--- config.mk ---
export PLATFORM = sky130hd
export DESIGN_NAME = reg_scoreboard_flat
export DESIGN_NICKNAME = d
export VERILOG_FILES = /design/src/rtl/reg_scoreboard_if.sv /design/src/rtl/reg_scoreboard.sv /design/src/flat_wrapper.sv
export SDC_FILE = /design/constraint.sdc
export NUM_CORES = 1
export LEC_CHECK = 0
export BUFFER_PORTS_ARGS = -buffer_cell sky130_fd_sc_hd__buf_2
export CAP_MARGIN = 10
export CELL_PAD_IN_SITES_DETAIL_PLACEMENT = 1
export CELL_PAD_IN_SITES_GLOBAL_PLACEMENT = 2
export CORE_UTILIZATION = 41
export DETAILED_ROUTE_END_ITERATION = 10
export PLACE_DENSITY_LB_ADDON = 0.12
export REMOVE_ABC_BUFFERS = 1
export SYNTH_ARGS = -nofsm -noshare
export SYNTH_HDL_FRONTEND = slang
export SYNTH_SLANG_ARGS = --single-unit
--- constraint.sdc ---
create_clock -name clk -period 10.7 [get_ports clk]
set_input_delay 0.535 -clock clk [delete_from_list [all_inputs] [get_ports clk]]
set_output_delay 0.535 -clock clk [all_outputs]
set_load 0.02 [all_outputs]
--- src/rtl/reg_scoreboard_if.sv ---
// Scoreboard bundle between ID/WB/flush logic and the register scoreboard.
// The master side drives lookups, issue, retire and kill events. The slave side
// (the scoreboard) returns the hazard and the tracking status.
interface reg_scoreboard_if #(
    parameter int NREG = 32
);
    logic            ra_en;
    logic [4:0]      ra;
    logic            rb_en;
    logic [4:0]      rb;
    logic            iss_valid;
    logic            iss_we;
    logic [4:0]      iss_rd;
    logic            wb_valid;
    logic [4:0]      wb_rd;
    logic            kill_valid;
    logic [4:0]      kill_rd;
    logic            stall;
    logic [NREG-1:0] busy_mask;
    logic [5:0]      inflight;
    logic            err;

    modport master (
        output ra_en, ra, rb_en, rb,
        output iss_valid, iss_we, iss_rd,
        output wb_valid, wb_rd, kill_valid, kill_rd,
        input  stall, busy_mask, inflight, err
    );

    modport slave (
        input  ra_en, ra, rb_en, rb,
        input  iss_valid, iss_we, iss_rd,
        input  wb_valid, wb_rd, kill_valid, kill_rd,
        output stall, busy_mask, inflight, err
    );
endinterface

--- src/rtl/reg_scoreboard.sv ---
// Counted register scoreboard.
// Each register has a saturating-safe counter of in-flight writers. A decoded
// source whose counter is non-zero raises a stall, unless its only pending
// write retires this cycle and the bypass is enabled. A destination whose
// counter is full also raises a stall, so counters can never wrap.
module reg_scoreboard #(
    parameter int NREG      = 32,
    parameter int CNT_W     = 2,
    parameter int BYPASS_WB = 1
) (
    input  logic             clk,
    input  logic             rst,
    reg_scoreboard_if.slave  sb
);
    localparam int              SUM_W   = CNT_W + 1;
    localparam logic [CNT_W-1:0] CNT_MAX = '1;
    localparam logic [CNT_W-1:0] CNT_ONE = CNT_W'(1);

    logic [NREG-1:0][CNT_W-1:0] cnt_reg;
    logic [NREG-1:0][CNT_W-1:0] cnt_next;
    logic [NREG-1:0]            underflow;
    logic [NREG-1:0]            busy_mask_reg;
    logic [NREG-1:0]            busy_mask_next;
    logic [5:0]                 inflight_reg;
    logic [5:0]                 inflight_next;
    logic                       inflight_clamp;
    logic                       err_reg;
    logic                       err_next;

    logic [CNT_W-1:0] cnt_a;
    logic [CNT_W-1:0] cnt_b;
    logic             byp_a;
    logic             byp_b;
    logic             haz_a;
    logic             haz_b;
    logic             haz_o;
    logic             stall;
    logic             acc;

    // Same-cycle hazard detection from the current counters and this cycle's events.
    always_comb begin
        cnt_a = cnt_reg[sb.ra];
        cnt_b = cnt_reg[sb.rb];
        // A single pending write that retires now (and is not also being killed) is bypassed.
        byp_a = (BYPASS_WB != 0) && (cnt_a == CNT_ONE)
                && sb.wb_valid && (sb.wb_rd == sb.ra)
                && !(sb.kill_valid && (sb.kill_rd == sb.ra));
        byp_b = (BYPASS_WB != 0) && (cnt_b == CNT_ONE)
                && sb.wb_valid && (sb.wb_rd == sb.rb)
                && !(sb.kill_valid && (sb.kill_rd == sb.rb));
        haz_a = sb.ra_en && (sb.ra != 5'd0) && (cnt_a != '0) && !byp_a;
        haz_b = sb.rb_en && (sb.rb != 5'd0) && (cnt_b != '0) && !byp_b;
        haz_o = sb.iss_we && (sb.iss_rd != 5'd0) && (cnt_reg[sb.iss_rd] == CNT_MAX);
        stall = haz_a || haz_b || haz_o;
        acc   = sb.iss_valid && sb.iss_we && (sb.iss_rd != 5'd0) && !stall;
    end

    genvar gi;
    generate
        for (gi = 0; gi < NREG; gi++) begin : g_cnt
            if (gi == 0) begin : g_zero
                // x0 is hard-wired and never tracked.
                assign cnt_next[gi]  = '0;
                assign underflow[gi] = 1'b0;
            end else begin : g_track
                logic             inc;
                logic             wb_hit;
                logic             kill_hit;
                logic [SUM_W-1:0] cnt_sum;
                logic [SUM_W-1:0] dec;
                assign inc       = acc && (sb.iss_rd == 5'(gi));
                assign wb_hit    = sb.wb_valid && (sb.wb_rd == 5'(gi));
                assign kill_hit  = sb.kill_valid && (sb.kill_rd == 5'(gi));
                assign cnt_sum   = {1'b0, cnt_reg[gi]} + SUM_W'(inc);
                assign dec       = SUM_W'(wb_hit) + SUM_W'(kill_hit);
                // Increment and decrements net together; an excess decrement floors at zero.
                assign underflow[gi] = dec > cnt_sum;
                assign cnt_next[gi]  = underflow[gi] ? '0 : CNT_W'(cnt_sum - dec);
            end
            assign busy_mask_next[gi] = |cnt_next[gi];
        end
    endgenerate

    logic [6:0] in_sum;
    logic [6:0] in_dec;
    logic [6:0] in_diff;

    // Total outstanding writes: floor at zero flags an error, top saturates silently.
    always_comb begin
        in_sum         = {1'b0, inflight_reg} + 7'(acc);
        in_dec         = 7'(sb.wb_valid && (sb.wb_rd != 5'd0))
                       + 7'(sb.kill_valid && (sb.kill_rd != 5'd0));
        in_diff        = in_sum - in_dec;
        inflight_clamp = 1'b0;
        inflight_next  = '0;
        if (in_dec > in_sum) begin
            inflight_clamp = 1'b1;
        end else if (in_diff > 7'd63) begin
            inflight_next = 6'd63;
        end else begin
            inflight_next = in_diff[5:0];
        end
        err_next = err_reg || (|underflow) || inflight_clamp || (sb.iss_valid && stall);
    end

    // Tracking state, discarded by reset.
    always_ff @(posedge clk) begin
        if (!rst) begin
            cnt_reg       <= '0;
            busy_mask_reg <= '0;
            inflight_reg  <= '0;
            err_reg       <= 1'b0;
        end else begin
            cnt_reg       <= cnt_next;
            busy_mask_reg <= busy_mask_next;
            inflight_reg  <= inflight_next;
            err_reg       <= err_next;
        end
    end

    assign sb.stall     = stall;
    assign sb.busy_mask = busy_mask_reg;
    assign sb.inflight  = inflight_reg;
    assign sb.err       = err_reg;
endmodule

--- src/flat_wrapper.sv ---
// flat-port wrapper written by rule: the top's interface ports become plain ports
module reg_scoreboard_flat 
#(
    parameter int NREG      = 32,
    parameter int CNT_W     = 2,
    parameter int BYPASS_WB = 1
)
  (clk, rst, sb_ra_en, sb_ra, sb_rb_en, sb_rb, sb_iss_valid, sb_iss_we, sb_iss_rd, sb_wb_valid, sb_wb_rd, sb_kill_valid, sb_kill_rd, sb_stall, sb_busy_mask, sb_inflight, sb_err);
  reg_scoreboard_if #(.NREG(NREG)) sb_i ();
  input  logic clk;
  input  logic rst;
  input wire logic [$bits(sb_i.ra_en)-1:0] sb_ra_en;
  input wire logic [$bits(sb_i.ra)-1:0] sb_ra;
  input wire logic [$bits(sb_i.rb_en)-1:0] sb_rb_en;
  input wire logic [$bits(sb_i.rb)-1:0] sb_rb;
  input wire logic [$bits(sb_i.iss_valid)-1:0] sb_iss_valid;
  input wire logic [$bits(sb_i.iss_we)-1:0] sb_iss_we;
  input wire logic [$bits(sb_i.iss_rd)-1:0] sb_iss_rd;
  input wire logic [$bits(sb_i.wb_valid)-1:0] sb_wb_valid;
  input wire logic [$bits(sb_i.wb_rd)-1:0] sb_wb_rd;
  input wire logic [$bits(sb_i.kill_valid)-1:0] sb_kill_valid;
  input wire logic [$bits(sb_i.kill_rd)-1:0] sb_kill_rd;
  output wire logic [$bits(sb_i.stall)-1:0] sb_stall;
  output wire logic [$bits(sb_i.busy_mask)-1:0] sb_busy_mask;
  output wire logic [$bits(sb_i.inflight)-1:0] sb_inflight;
  output wire logic [$bits(sb_i.err)-1:0] sb_err;
  assign sb_i.ra_en = sb_ra_en;
  assign sb_i.ra = sb_ra;
  assign sb_i.rb_en = sb_rb_en;
  assign sb_i.rb = sb_rb;
  assign sb_i.iss_valid = sb_iss_valid;
  assign sb_i.iss_we = sb_iss_we;
  assign sb_i.iss_rd = sb_iss_rd;
  assign sb_i.wb_valid = sb_wb_valid;
  assign sb_i.wb_rd = sb_wb_rd;
  assign sb_i.kill_valid = sb_kill_valid;
  assign sb_i.kill_rd = sb_kill_rd;
  assign sb_stall = sb_i.stall;
  assign sb_busy_mask = sb_i.busy_mask;
  assign sb_inflight = sb_i.inflight;
  assign sb_err = sb_i.err;
  reg_scoreboard #(.NREG(NREG), .CNT_W(CNT_W), .BYPASS_WB(BYPASS_WB)) u_core (.clk(clk), .rst(rst), .sb(sb_i));
endmodule
==> run summary <==
status = complete, no violations
CTS max path bufs = 2
Req. time, crit path = 10.90 ns
Row Count = 54
Peak VDD IR = 79.5 uV
RSZ-0062 raised after global routing = false
Total Routing Usage GR = 0.267
core area = 22,100 sq um
Startpoint Class = input pin
Hold Crit Class = reg2reg
CTS Root Cell = clkbuf_16
period utilisation layout = 0.476
DP HPWL = 23,700 microns
Seq/Total Area, Yosys = 0.214
CP cell instances = buf_2, mux4_1, mux4_2, nand4_1, nand4_1, or2_1, buf_4, nor4_1, ha_1, ha_1, inv_1, ha_1, a21oi_1, nor2_1, a22oi_1, nand3_1, nor4_1, a41oi_1
Setup crit start = sb_rb[0]
length of the first detailed-routing pass in iterations = 5
crit path kind = in2reg
slowest cell delay on critical path = 0.62 ns
CP endpoint kind = flop
Syn Area/Cell = 8.57 sq um
Max Slew Vio Count = 0
antenna-violating nets left = 0
clk slew on worst S/H paths = 0.08 ns
Ant. Diodes = 0
WL final = 30,100 microns
hold wc startpoint = u_core.sb.inflight[4]
fraction of registers with async set/reset = 0
Fin. Hold Viols = 0
CP max stage cell = mux4_1
cts bufs inserted = 9
post-cts sizing count = 0
synth-to-layout area growth = 8.23%
Reg2Reg Depth = 17
highest clock rate = 0.196 GHz
Yosys top cell area share = 0.255
Yosys Warn Count = 0
routability cong. = 0.898
# fillers = 2,667
final instance area = 10,100 sq um
placed cells = 1,392
# IOs = 73
CP dominant cell by count = ha_1
worst skew pair latency = 0.37 ns
layout cells sized above 1 = 0.148
data arrival time of the worst path = 5.30 ns
# setup viols final = 0
initial core utilization = 0.423
CTS Hold Bufs = 0
Mapped Cells = 1,092
largest area contributor in the netlist = ha_1
worst reg2reg endpoint = u_core.sb.err
PD cells = 100 nW/um^2
final setup TNS = 0 ns
wire per inst = 21.4 microns
Largest register FFs = 62
largest net degree at the start of global routing = 36
CTS tree = done
die height = 153 microns
most frequent cells in the layout = 191 x ha_1, 131 x inv_1, 111 x nor2_1
clk sinks = 100
layout net count = 1,348
Iter 0 DRT Violations = 444
Post-DP Area = 9810 sq um
Die W = 153 microns
leak pwr = 4.80 nW
worst relative slew slack = 0.406
worst-path fanout max = 33
Max Clock Skew = 0.0110 ns
r2r startpoint = u_core.cnt_reg[54]
global route overflow = 0
die area = 23,400 sq um
Final min period = 5.10 ns
Yosys cell types = 57
Synth Register Bits = 100
Post-synth EDFFs = 0
Vias/cell = 5.67
r2r setup slk = 5.92 ns
Top FF cell, synth = dfxtp_1
number of global-route vias before repair = 8,200
top post-synthesis cells by area = ha_1 26%, dfxtp_1 21%, mux4_2 8.2%
most common cell after layout, fill and taps aside = ha_1
total number of vias = 7,979
antenna violations before repair = 1
total of max-cap violations = 0
final routed DRC violation total = 0
postcts setup bufs = 0
first-pass GRT wire length = 47,400 microns
Non-Filler Instances = 1,407
Syn Std Cell Area = 9350 sq um
Critical Path End = u_core.sb.err
slew at the pin closest to its max-slew limit = 0.889 ns
worst hold slack = 0.649 ns
port bufs = 71
CTS H-tree depth = 3
layer usage:
layer | track usage | part of all wire
met2 | 0.412 | 0.43
met4 | 0.0880 | 0.025
met3 | 0.0431 | 0.067
met5 | 0 | 0.00043
met1 | 0.377 | 0.48
worst max-delay path, delay by kind of cell:
kind / cells / cell delay [ns]
compound gates: 3 / 0.72
simple gates: 7 / 1.44
mux: 2 / 1.09
fa+ha+maj: 3 / 0.70
buf+inv: 3 / 0.79
through the flow:
| stage | total power [mW] | worst slack, ns | utilization |
|---|---|---|---|
| floorplan | 0.554 | 6.30 | - |
| global placement | 0.652 | 5.32 | 0.444 |
| detailed placement | 0.651 | 5.25 | 0.444 |
| CTS | 1.02 | 5.59 | 0.458 |
| global route | 1.06 | 5.31 | 0.458 |
| finish | 1.01 | 5.60 | 0.458 |
cell type report:
cell class	count	area [sq um]	area share
multi-input cells	806	6590	0.650
flip-flops and latches	100	2000	0.198
inverters	132	495	0.0489
repair buffers	74	378	0.0373
well taps	280	350	0.0346
clock buffers	9	225	0.0222
clock inverters	6	87.6	0.00865
logic make-up (layout without fill, tap and decap cells):
| logic type | count (synthesis) | in the layout | share of synthesized area |
|---|---|---|---|
| XOR/XNOR | 56 | 56 | 0.0524 |
| AND/OR/NAND/NOR | 427 | 427 | 0.229 |
| multiplexers | 58 | 58 | 0.113 |
| other | 1 | 1 | 0.000401 |
| flip-flops | 100 | 100 | 0.214 |
| buffers and inverters | 186 | 221 | 0.0828 |
| AO/OA/AOI/OAI | 72 | 72 | 0.0502 |
| adder cells (fa/ha/maj) | 192 | 192 | 0.258 |
power by group:
| group | internal (mW) | switching (mW) |
|---|---|---|
| combinational | 0.0862 | 0.152 |
| sequential | 0.388 | 0.0178 |
| clock | 0.205 | 0.164 |
worst min path at each step:
stage | to | slack [ns] | cells after the start
floorplan | u_core.sb.inflight[4] | 0.65 | 2
CTS | u_core.sb.inflight[4] | 0.63 | 2
global route | u_core.sb.inflight[4] | 0.68 | 2
global placement | u_core.sb.inflight[4] | 0.63 | 3
detailed placement | u_core.sb.inflight[4] | 0.62 | 2
finish | u_core.sb.inflight[4] | 0.65 | 2
synth_stat cells (10+ instances only):
cell      instances
a21oi_1          36
and3_1           31
buf_2            10
clkbuf_1         31
dfxtp_1         100
ha_1            191
inv_1           131
mux2i_1          16
mux4_2           34
nand2_1          90
nand2b_1         20
nand3_1          15
nand4_1          12
nor2_1          111
nor2b_1          10
nor3_1           46
nor4_1           24
or2_2            35
xnor2_1          38
xor2_1           18
Power figures use the tool's default switching activity.
